## config.mk

```make
export PLATFORM = sky130hd
export DESIGN_NAME = count_enable_prescaler
export DESIGN_NICKNAME = d
export VERILOG_FILES = /design/src/rtl/count_enable_prescaler.sv
export SDC_FILE = /design/constraint.sdc
export NUM_CORES = 1
export LEC_CHECK = 0
export ABC_AREA = 1
export CAP_MARGIN = 20
export CORE_MARGIN = 2
export CORE_UTILIZATION = 50
export DETAILED_ROUTE_END_ITERATION = 10
export PLACE_DENSITY = 0.83
export SYNTH_ARGS = -nofsm -noshare
export SYNTH_HDL_FRONTEND = slang
export SYNTH_SLANG_ARGS = --single-unit
```

## constraint.sdc

```tcl
create_clock -name clk -period 1.9 [get_ports clk]
set_input_delay 0.19 -clock clk [delete_from_list [all_inputs] [get_ports clk]]
set_output_delay 0.19 -clock clk [all_outputs]
set_load 0.01 [all_outputs]
```

## src/rtl/count_enable_prescaler.sv

```systemverilog
// count_enable_prescaler
//
// Produces single-cycle enable pulses for the downstream synchronous up
// counters. After a start request, the block emits a tick every div+1
// clocks. It runs either until stopped (continuous mode) or for exactly
// burst_len ticks (burst mode). At the end of a burst, a one-cycle done
// pulse is raised.
//
// Ports
//   clk        sole clock; all state changes on its rising edge
//   reset      synchronous, active-high reset
//   start      request to begin; only looked at while idle
//   stop       request to abort; only looked at while running
//   mode       0 = continuous, 1 = burst; captured at start
//   div        tick period minus one; captured at start
//   burst_len  number of ticks in a burst; captured at start
//   tick       one-cycle enable pulse for the downstream counter
//   busy       high while running
//   done       one-cycle pulse when a burst completes normally

module count_enable_prescaler #(
  parameter int DIV_WIDTH   = 16,
  parameter int BURST_WIDTH = 16
) (
  input  logic                   clk,
  input  logic                   reset,
  input  logic                   start,
  input  logic                   stop,
  input  logic                   mode,
  input  logic [DIV_WIDTH-1:0]   div,
  input  logic [BURST_WIDTH-1:0] burst_len,
  output logic                   tick,
  output logic                   busy,
  output logic                   done
);

  typedef enum logic {
    IDLE = 1'b0,
    RUN  = 1'b1
  } state_t;

  state_t                 state;
  state_t                 state_nxt;
  logic [DIV_WIDTH-1:0]   pcnt;
  logic [DIV_WIDTH-1:0]   pcnt_nxt;
  logic [DIV_WIDTH-1:0]   div_q;
  logic [DIV_WIDTH-1:0]   div_q_nxt;
  logic [BURST_WIDTH-1:0] rem;
  logic [BURST_WIDTH-1:0] rem_nxt;
  logic                   mode_q;
  logic                   mode_q_nxt;
  logic                   done_nxt;

  logic pcnt_zero;
  logic rem_last;
  logic empty_burst;

  assign pcnt_zero   = (pcnt == '0);
  assign rem_last    = (rem == BURST_WIDTH'(1));
  assign empty_burst = mode && (burst_len == '0);

  // Outputs decode registered state only, so the downstream enable never
  // sees a combinational path from the request inputs.
  assign busy = (state == RUN);
  assign tick = (state == RUN) && pcnt_zero;

  // State and datapath registers. The captured configuration is cleared on
  // reset as well, so nothing from an interrupted run survives.
  always_ff @(posedge clk) begin
    if (reset) begin
      state  <= IDLE;
      pcnt   <= '0;
      rem    <= '0;
      div_q  <= '0;
      mode_q <= 1'b0;
      done   <= 1'b0;
    end else begin
      state  <= state_nxt;
      pcnt   <= pcnt_nxt;
      rem    <= rem_nxt;
      div_q  <= div_q_nxt;
      mode_q <= mode_q_nxt;
      done   <= done_nxt;
    end
  end

  // Next-state and datapath logic.
  //
  // In RUN, pcnt counts down to zero. The zero cycle is the tick cycle,
  // and on that cycle the counter reloads from the captured divider. In
  // burst mode, rem holds the ticks still owed including the current one,
  // so the run ends when a tick is issued with rem == 1.
  //
  // stop takes priority over everything else in RUN. A tick already
  // present in the stop cycle has been seen by the counter and stands.
  //
  // A zero-length burst request is answered with done alone and never
  // enters RUN. This avoids rem wrapping and an unbounded burst.
  always_comb begin
    state_nxt  = state;
    pcnt_nxt   = pcnt;
    rem_nxt    = rem;
    div_q_nxt  = div_q;
    mode_q_nxt = mode_q;
    done_nxt   = 1'b0;

    case (state)
      IDLE: begin
        if (start && !stop) begin
          if (empty_burst) begin
            done_nxt = 1'b1;
          end else begin
            state_nxt  = RUN;
            pcnt_nxt   = div;
            rem_nxt    = burst_len;
            div_q_nxt  = div;
            mode_q_nxt = mode;
          end
        end
      end

      RUN: begin
        if (stop) begin
          state_nxt = IDLE;
        end else if (!pcnt_zero) begin
          pcnt_nxt = pcnt - DIV_WIDTH'(1);
        end else if (!mode_q) begin
          pcnt_nxt = div_q;
        end else if (!rem_last) begin
          pcnt_nxt = div_q;
          rem_nxt  = rem - BURST_WIDTH'(1);
        end else begin
          state_nxt = IDLE;
          done_nxt  = 1'b1;
        end
      end

      default: begin
        state_nxt = IDLE;
      end
    endcase
  end

endmodule

```

# [Word-level counts from Yosys, hierarchy flattened]
# Index checks and enable logic that the tools add are counted.
# Widths: inputs -> output; s select.
[totals] ff_bits=51 input_bits=37 output_inout_bits=3 word_cells=55
[op_classes] add_sub_neg=2 eq_ne=8 mux=28 n_bitwise=2 reduce_logical=9
[ops] op="$mux 16" n=12
[ops] op="$pmux 16 s2" n=2
[ops] op="$logic_not 16->1" n=2
[ops] op="$sub 16x1->16 const B" n=2
[ops] op="$eq 16x1->1 const B" n=1
[ops] op="$mux 1" n=12
[ops] op="$ne 2x2->1 const B" n=4
[ops] op="$reduce_and 6->1" n=1
[ops] op="$ne 2x1->1 const B" n=2
[ops] op="$ne 4x4->1 const B" n=1
[ops] op="$pmux 1 s2" n=2
[ops] op="$reduce_and 4->1" n=1
[ops] op="$logic_and 1x1->1" n=3
[ops] op="$reduce_and 3->1" n=1
[ops] op="$not 1->1" n=2
[ops] op="$logic_not 1->1" n=1

# [Longest topological paths before layout]
# Gate-level depths: netlist (run 1).
[logic_depth] depth_word=6 ltp_mapped=12 mapped_depth_nobuf=12

# [Least setup slack after synthesis (run 1)]
# Ideal clock, no wire load.
[synth_timing] kind="reg-to-reg" start="reg pcnt[0]" end="reg pcnt[11]" setup_ps=132 t_arrival_ps=1521 t_required_ps=1768 slack_ps=247 path_stages_with_launch=11 path_buffers=1 synth_period_minus_slack_ps=1653 cell_sequence="dfxtp_1 inv_1 ha_1 nand2_1 nor2_4 nand3_4 o21ai_4 nand2_2 buf_2 nand2_1 a21oi_1"
[synth_between] elab_chain_cells=4 elab_cells_between_ends=7 cone_classes="1 x add/sub; 1 x eq/ne; 3 x mux; 2 x reduce/logical"
[synth_lines] element="start: declaration" line_no="44" text="logic [DIV_WIDTH-1:0] pcnt;"
[synth_lines] element="start signal: assignment" line_no="79" text="pcnt <= pcnt_nxt;"
[synth_lines] element="$sub 16x1->16 or $logic_not 16->1 (tied branches)" line_no="126, 58"
[synth_lines] element="$mux 16" line_no="125" text="end else if (!pcnt_zero) begin"
[synth_lines] element="$mux 16" line_no="123" text="if (stop) begin"
[synth_lines] element="$pmux 16 s2" line_no="107" text="case (state)"
# Parallel ways exist; a longest one is shown, timed or not. The select of a mux whose other input is x is not followed.
# A chain may end at the register's enable or synchronous reset.

# [Worst setup path after layout (run 1)]
[layout_timing] start="reg pcnt[0]" end="out tick"
[layout_between] elab_chain_cells=2
[layout_lines] element="$logic_not 16->1" line_no="58" text="assign pcnt_zero = (pcnt == '0);"
[layout_lines] element="$logic_and 1x1->1" line_no="65" text="assign tick = (state == RUN) && pcnt_zero;"
[layout_lines] element="end: declaration" line_no="32" text="output logic tick,"
# No other way between the ends.

==> metrics, run 1 <==
synthesis-to-finish area growth 22.6%; gr ovfl total 0; worst slack, placed -0.0849 ns; # hold bufs at CTS 0; CTS max path bufs 2; Antenna diodes 0; status finished clean; # DRC 0; die area 0.00741 mm²; Post-layout nets 662; worst hold stages 2; Post-Synth XOR/XNOR Area 0.0156; Max Cap Viol 0; Pre-antenna DRT Iters 5; Synthesized Nets 615; vias per cell 5.39; drt wl/cell 12.8 µm; final hold vios 0; Rows 29; routed vias 3771; Worst-path clk slew 0.10 ns; Setup Viol. Count Final 0; die height 86.1 µm; crit end category output port; clk sink count 51; H-tree levels 2; ys flop type dfxtp_1; fillers 538; CP Launch Type flip-flop; routability congestion estimate 0.923; unrepaired setup endpoints after global routing true; Slew @ Worst Pin 0.347 ns; pwr dens 753 mW/mm²; vias in the first global route 3431; final wirelength 8930 µm; initial DRC count 295; Synth Cell Area 0.00337 mm²; Post-Synth Adder-Cell Area 0.0149; Seq/Total Area, Yosys 0.303; Global Route Usage Sum 0.249; Async SR Flop Fraction 0; Synth Area in Compound Gates 0.105; worst setup margin 0.0990 ns; share of cells above drive strength 1 0.0916; FF+latch count, synth 51; crit path DAT 1.61 ns; first-pass GRT wire length 15000 µm; Final period util 0.948; critical path class reg -> out; R2R Setup Slk 0.12 ns; area share of and/or/nand/nor cells after synthesis 0.470; Hold Path Class reg -> reg; fin crit period 1.80 ns; largest net degree at the start of global routing 39; Yosys warnings 0; Fmax 0.555 GHz; Die X 86.1 µm; crit-path max FO 3; Post-DP HPWL 6290 µm; Root Driver clkbuf_8; Core Area 0.00642 mm²; share of the synthesized area in the top cell type 0.303; main combinational cell family by area after synthesis simple AND/OR/NAND/NOR gates; final slew viol count 0; Synth Instances 574; Synth Area per Inst 5.87 µm²; Reg2Reg Depth 10; CTS Buf Count 5; post-synthesis mux area share 0; port bufs 39; Final Core Density 0.643; top cells by area, synth dfxtp_1 (30%), nand2_1 (17%), nor2_1 (15%); io pins 40; number of synthesized flops with an enable pin 0; Clock Skews 0.00610 ns; TritonCTS clock tree yes; initial antenna violation count 0; Worst Path Required 1.71 ns; post-synth cell types 30; leakage 1.92 nW; Synth area leader dfxtp_1; worst vdd ir 0.450 mV; relative slew slack 0.768; Clk Latency, worst-skew pair 0.31 ns; initial core utilization 0.525; Post-DRT Antenna Nets 0
cells in the final DEF (no fill, tap or decap), types with 2 or more instances in the layout:
cell and count:
xor2_1 4, a21oi_1 23, nand2_1 155, o211ai_1 2, buf_6 2, nand4_1 10, nor2_4 3, nand3_1 50
buf_12 4, a21boi_0 3, nor2_1 132, clkdlybuf4s50_1 38, nor2_2 7, xnor2_1 2, o21ai_0 31, buf_4 16
inv_1 53, nand2_2 5, bufinv_16 2, ha_1 4, nand2_4 2, o22ai_1 2, or2_2 2, a31oi_1 2
dfxtp_1 51, nand3_2 2, clkbuf_8 5
cell families after synthesis:
group,after synthesis
and+or+nand+nor,372
buffers and inverters,76
AOI/OAI and AO/OA,65
DFF,51
xor gates and xnor gates,6
adders and majority gates,4
per-stage QoR:
| step | TNS (ns) | instance area, µm² | hold slack [ns] | instances | power (mW) |
|---|---|---|---|---|---|
| finish | 0 | 4130 | 0.455 | 699 | 3.11 |
| detailed placement | -0.259 | 3960 | 0.443 | 690 | 2.17 |
| global route | -0.00724 | 4130 | 0.477 | 699 | 3.29 |
| global placement | -0.0357 | 3960 | 0.439 | 690 | 2.15 |
| CTS | 0 | 4100 | 0.458 | 698 | 3.08 |
| floorplan | 0 | 3370 | 0.357 | 574 | 1.87 |
sequential cells by signal, summed over array words and instances, names as in the netlist:
signal and count:
done 1, rem 16, busy 1, mode_q 1, div_q 16, pcnt 16
area by class of cell:
class                           instances  area, µm²  area share
Clock inverter                          3       67.6      0.0164
Timing Repair Buffer                   61        608       0.147
Tap cell                               77       96.3      0.0233
Clock buffer                            5       68.8      0.0167
Sequential cell                        51       1020       0.247
Multi-Input combinational cell        447       2060       0.499
Inverter                               55        208      0.0503
critical path, cell delays in order (launching register included):
cell and delay [ns]:
dfxtp_1 0.34, inv_1 0.08, ha_1 0.19, nand2_1 0.10, nor2_4 0.19, nand2_1 0.07, nor2_1 0.17, clkbuf_2 0.17
cells in the mapped netlist (4+ instances only):
master / count
dfxtp_1: 51
o21ai_0: 32
nand2_1: 156
xor2_1: 4
nor2_1: 133
clkbuf_1: 11
nand3_1: 52
ha_1: 4
nand4_1: 10
nand2_2: 5
inv_1: 54
buf_2: 8
a21oi_1: 23
nor2_2: 6
repair_timing:
item,in CTS,in global routing
endpoints found under the hold margin,0,0
pin swaps,1,2
gates resized for setup,1,11
setup endpoints to repair,1,21
setup buffers,0,1
worst paths after layout:
check | startpoint | end
worst max-delay path | pcnt[0]$_SDFFE_PP0P_ | tick
worst min-delay path | div_q[4]$_SDFFE_PP0P_ | div_q[4]$_SDFFE_PP0P_
worst max register to register | pcnt[0]$_SDFFE_PP0P_ | pcnt[7]$_SDFFE_PP0P_
worst min register to register | div_q[4]$_SDFFE_PP0P_ | div_q[4]$_SDFFE_PP0P_
layer usage:
layer / GRT usage / wire, µm / up-vias / part of all wire
met5: 0 / 0 / - / 0
met4: 0.0722 / 82 / 0 / 0.0092
met3: 0.0385 / 658 / 9 / 0.074
met2: 0.402 / 4150 / 153 / 0.46
met1: 0.343 / 4040 / 1705 / 0.45
li1: - / - / 1904 / -
report_power, final:
group          switching [mW]  leakage (nW)  total [mW]  internal, mW
logic                   0.571          1.44       0.968         0.397
clock network           0.397        0.0644       0.922         0.525
registers              0.0736         0.420        1.22          1.15
total                    1.04          1.92        3.11          2.07
Power figures use the tool's default switching activity.
==> run 2: changes to the inputs <==
CORE_ASPECT_RATIO = 0.5   (was not set)
==> metrics, run 2 (same netlist as run 1, synthesis figures left out) <==
status finished clean; # hold bufs at CTS 0 (unchanged); Pre-antenna DRT Iters 7 (+2); final wirelength 8600 µm (-3.7%); crit-path max FO 5 (+2); Switching Share 0.328 (-0.00623); unrepaired setup endpoints after global routing false; Rows 21 (-28%); sequential power share 0.392 (about the same); Core Area 0.00660 mm² (+2.7%); relative slew slack 0.750 (-0.0181); final instance area 0.00411 mm² (-0.55%); Fmax 0.547 GHz (-1.5%); gr ovfl total 0 (unchanged); crit end category output port; port bufs 39 (unchanged); pwr dens 754 mW/mm² (+0.14%); final slew viol count 0 (unchanged); initial antenna violation count 0 (unchanged); share of cells above drive strength 1 0.0819 (-0.00978); fillers 620 (+15%); # DRC 0 (unchanged); initial core utilization 0.511 (-0.0137); internal power 2.08 mW (+0.52%); Post-DRT Antenna Nets 0 (unchanged); CP Launch Type flip-flop; crit path DAT 1.64 ns (+0.03 ns); Max Cap Viol 0 (unchanged); die area 0.00745 mm² (+0.54%); initial DRC count 195 (-34%); worst hold stages 2 (unchanged); routability congestion estimate 0.901 (-2.4%); Logic pwr share 0.300 (-0.011); RR Endpoint pcnt[0]$_SDFFE_PP0P_; Slew @ Worst Pin 0.375 ns (+0.0272 ns); vias in the first global route 3182 (-7.3%); commonest cells after routing, fill and taps aside nand2_1 (156), nor2_1 (133), inv_1 (54); synthesis-to-finish area growth 21.9%; Min Hold Slack 0.451 ns (-0.00336 ns); switching power 1.02 mW (-2.3%); Final period util 0.963 (+0.0146); die height 62.0 µm (-28%); commonest non-fill, non-tap cell in the layout nand2_1; final hold vios 0 (unchanged); H-tree levels 2 (unchanged); hold path endpoint div_q[4]$_SDFFE_PP0P_; Antenna diodes 0 (unchanged); critical path class reg -> out; io pins 40 (unchanged); Hold Path Class reg -> reg; Setup Viol. Count Final 0 (unchanged); drt wl/cell 12.0 µm (-5.8%); Worst-path clk slew 0.07 ns (-0.03 ns); clk sink count 51 (unchanged); Post-layout nets 663 (+0.15%); Clk Latency, worst-skew pair 0.29 ns (-0.02 ns); Die X 120 µm (+39%); CTS max path bufs 2 (unchanged); Post-DP HPWL 6290 µm (about the same); largest registers div_q: 16 flops, pcnt: 16 flops, rem: 16 flops; routed vias 3650 (-3.2%); first-pass GRT wire length 14200 µm (-5.7%); leakage 1.92 nW (about the same); DP Area 0.00395 mm² (-0.41%); CTS Buf Count 5 (unchanged); Worst Path Required 1.71 ns (about the same); vias per cell 5.10 (-5.4%); clock power share 0.308 (+0.012); Reg2Reg Depth 11 (+1); RR Startpoint pcnt[1]$_SDFFE_PP0P_; Root Driver clkbuf_16; Global Route Usage Sum 0.238 (-0.0107); fin crit period 1.83 ns (+0.0278 ns); worst vdd ir 0.385 mV (-14%); TritonCTS clock tree yes; R2R Setup Slk 0.11 ns (about the same); Hold Path Origin div_q[4]$_SDFFE_PP0P_; Clock Skews 0.00626 ns (+0.000159 ns); largest net degree at the start of global routing 37 (-5.1%)
## run 2: changes by cell type in the layout (fill, tap and decap cells not counted), sizes merged
| cell | change |
|---|---|
| buf | +1 |
| bufinv | -2 |
| clkinvlp | -1 |
| dlygate4sd2 | +1 |
| clkbuf | +2 |
## run 2: metal layers
layer  global-route usage  part of all wire  vias up
li1                     -                 -     1895
met2                0.442              0.47       88
met5                    0                 0        -
met1                0.307              0.47     1657
met3               0.0328             0.052       10
met4               0.0471            0.0098        0
## run 2: cell type report
| class | instances | area, µm² | share of cell area |
|---|---|---|---|
| flip-flops and latches | 51 | 1020 | 0.249 |
| well taps | 92 | 115 | 0.0280 |
| repair buffers | 62 | 562 | 0.137 |
| inverters | 55 | 208 | 0.0506 |
| multi-input cells | 447 | 2050 | 0.498 |
| clock buffers | 8 | 156 | 0.0381 |
## run 2: stage by stage
stage,utilization,power [mW],setup slack [ns],std cells,setup TNS (ns)
6_report,0.623,3.10,0.0712,715,0
5_1_grt,0.623,3.26,0.00500,715,0
4_1_cts,0.622,3.10,0.0227,715,0
3_5_place_dp,0.599,2.15,-0.0625,707,-0.148
3_3_place_gp,0.599,2.13,0.0178,707,0
2_1_floorplan,-,1.87,0.247,574,0
## run 2: worst max-delay path, cell delays in order (launching register included)
cell	delay (ns)
dfxtp_1	0.32
inv_1	0.10
ha_1	0.18
nand2_1	0.10
nor2_4	0.17
nand2_1	0.07
nor2_1	0.13
dlygate4sd2_1	0.28
## run 2: how the worst max path moves through the flow
stage,startpoint,end,slack [ns],cells after the start
after global placement,burst_len[9],pcnt[0]$_SDFFE_PP0P_,0.02,10
after CTS,pcnt[1]$_SDFFE_PP0P_,pcnt[0]$_SDFFE_PP0P_,0.02,11
after floorplan,pcnt[0]$_SDFFE_PP0P_,pcnt[11]$_SDFFE_PP0P_,0.25,10
final,pcnt[1]$_SDFFE_PP0P_,tick,0.07,7
after detailed placement,burst_len[5],pcnt[0]$_SDFFE_PP0P_,-0.06,10
after global routing,pcnt[1]$_SDFFE_PP0P_,rem[5]$_SDFFE_PP0P_,0.005,9
## run 2: power by group through the flow
stage / combinational [mW] / sequential, mW / clock (mW)
global route: 1.05 / 1.22 / 0.989
floorplan: 0.643 / 1.23 / 0
finish: 0.930 / 1.21 / 0.955
global placement: 0.897 / 1.23 / 0
CTS: 0.922 / 1.21 / 0.964
detailed placement: 0.911 / 1.24 / 0
## run 2: timing repair
action | 4_1_cts | 5_1_grt
endpoints found under the hold margin | 0 | 0
setup endpoints to repair | 1 | 17
resized for setup | 1 | 1
cloned | 0 | 0
setup buffers | 0 | 0
==> run 3: changes to the inputs <==
PLACE_DENSITY = 0.78   (was 0.83)
==> metrics, run 3 (same netlist as run 1, synthesis figures left out) <==
Rows 21 (unchanged); PnR Total Power 3.07 mW (-0.79%); status finished clean; Global Route Usage Sum 0.247 (+0.00941); initial antenna violation count 0 (unchanged); Post-DP HPWL 6420 µm (+2.2%); worst vdd ir 0.408 mV (+5.9%); largest net degree at the start of global routing 37 (unchanged); synthesis-to-finish area growth 23.4%; largest registers div_q: 16 flops, pcnt: 16 flops, rem: 16 flops; leakage 1.94 nW (+0.91%); Final period util 0.947 (-0.0159); fin crit period 1.80 ns (-0.0301 ns); Setup Viol. Count Final 0 (unchanged); RR Endpoint pcnt[8]$_SDFFE_PP0P_; commonest cells after routing, fill and taps aside nand2_1 (156), nor2_1 (132), inv_1 (54); Clk Latency, worst-skew pair 0.30 ns (about the same); final setup TNS 0 ns (unchanged); initial core utilization 0.511 (unchanged); Worst path depth 2 (-5); R2R Setup Slk 0.15 ns (+0.04 ns); Fmax 0.556 GHz (+1.7%); relative slew slack 0.733 (-0.0166); final instance area 0.00416 mm² (+1.2%); Crit-path slowest cell clkdlybuf4s50_1; TritonCTS clock tree yes; share of cells above drive strength 1 0.0954 (+0.0135); RR Startpoint pcnt[1]$_SDFFE_PP0P_; worst hold stages 2 (unchanged); worst slack, placed 0.0661 ns (+0.129 ns); DP Area 0.00399 mm² (+0.95%); CTS Buf Count 5 (unchanged); Worst Path Required 1.71 ns (about the same); Pre-antenna DRT Iters 5 (-2); fillers 651 (+5.0%); unrepaired setup endpoints after global routing false; critical path class reg -> out; CP Launch Type flip-flop; final slew viol count 0 (unchanged); Crit path max-delay family buffers and inverters; worst setup margin 0.101 ns (+0.0301 ns); hold path endpoint div_q[9]$_SDFFE_PP0P_; Post-layout nets 669 (+0.90%); crit-path max FO 36 (+31); routed vias 3705 (+1.5%); Critical Path, Cell by Cell buf_4, clkdlybuf4s50_1; die height 62.0 µm (unchanged); vias per cell 5.14 (+0.66%); vias in the first global route 3206 (+0.75%); crit end category output port; die area 0.00745 mm² (unchanged); io pins 40 (unchanged); crit path DAT 1.61 ns (-0.03 ns); Hold Path Origin div_q[9]$_SDFFE_PP0P_; Worst-path clk slew 0.07 ns (about the same); commonest non-fill, non-tap cell in the layout nand2_1; Bufs and invs on worst path 2 (unchanged); first-pass GRT wire length 14400 µm (+1.8%); initial DRC count 201 (+3.1%); Reg2Reg Depth 12 (+1); Core Area 0.00660 mm² (unchanged); Root Driver clkbuf_16; final wirelength 8750 µm (+1.7%); pwr dens 740 mW/mm² (-1.9%); # DRC 0 (unchanged); port bufs 39 (unchanged); Clock Skews 0.00685 ns (+0.000590 ns); Max Cap Viol 0 (unchanged); clk sink count 51 (unchanged); drt wl/cell 12.1 µm (+0.90%); crit-path max cell delay 0.61 ns (+0.29 ns); Die X 120 µm (unchanged); # hold bufs at CTS 0 (unchanged); Hold Path Class reg -> reg; final hold vios 0 (unchanged); Antenna diodes 0 (unchanged); H-tree levels 2 (unchanged); Post-DRT Antenna Nets 0 (unchanged); routability congestion estimate 0.956 (+6.1%); gr ovfl total 0 (unchanged); Slew @ Worst Pin 0.400 ns (+0.0253 ns); CTS max path bufs 2 (unchanged)
-- run 3: power breakdown --
group | total (mW) | switching [mW] | internal, mW
clock network | 0.906 | 0.418 | 0.488
logic | 0.954 | 0.562 | 0.392
registers | 1.21 | 0.0666 | 1.15
total | 3.07 | 1.05 | 2.03
-- run 3: per-layer routing --
metal	track usage	share of wire
met5	0	0
met4	0.0857	0.016
met3	0.0411	0.058
met2	0.432	0.46
met1	0.322	0.47
-- run 3: worst max-delay path by stage --
stage,start,end,slack [ns]
global route,pcnt[1]$_SDFFE_PP0P_,pcnt[6]$_SDFFE_PP0P_,0.004
finish,busy$_SDFF_PP0_,busy,0.10
floorplan,pcnt[0]$_SDFFE_PP0P_,pcnt[11]$_SDFFE_PP0P_,0.25
detailed placement,burst_len[13],pcnt[8]$_SDFFE_PP0P_,0.07
CTS,pcnt[1]$_SDFFE_PP0P_,tick,0.06
global placement,pcnt[1]$_SDFFE_PP0P_,tick,0.11
-- run 3: per-stage QoR --
stage                     instances  utilization  hold slack (ns)
after detailed placement        712        0.604            0.444
after global placement          712        0.604            0.440
after floorplan                 574            -            0.357
after global routing            721        0.630            0.471
final                           721        0.630            0.454
after CTS                       720        0.625            0.454
-- run 3: worst min-delay path: stages (launching register included) --
cell and delay, ns:
dfxtp_1 0.30, inv_1 0.06, a21oi_1 0.06
-- run 3: cell type report --
class                   instances  area, µm²  area share
multi-input cells             447       2060       0.495
flip-flops and latches         51       1020       0.246
clock buffers                   6        129      0.0310
clock inverters                 2       12.5     0.00301
well taps                      92        115      0.0277
inverters                      55        208      0.0500
repair buffers                 68        616       0.148
-- run 3: repair_timing --
action                                  CTS  global route
pin swaps                                 0             1
endpoints found under the setup margin    1            12
buffers inserted                          0             1
gates resized for setup                   1             7
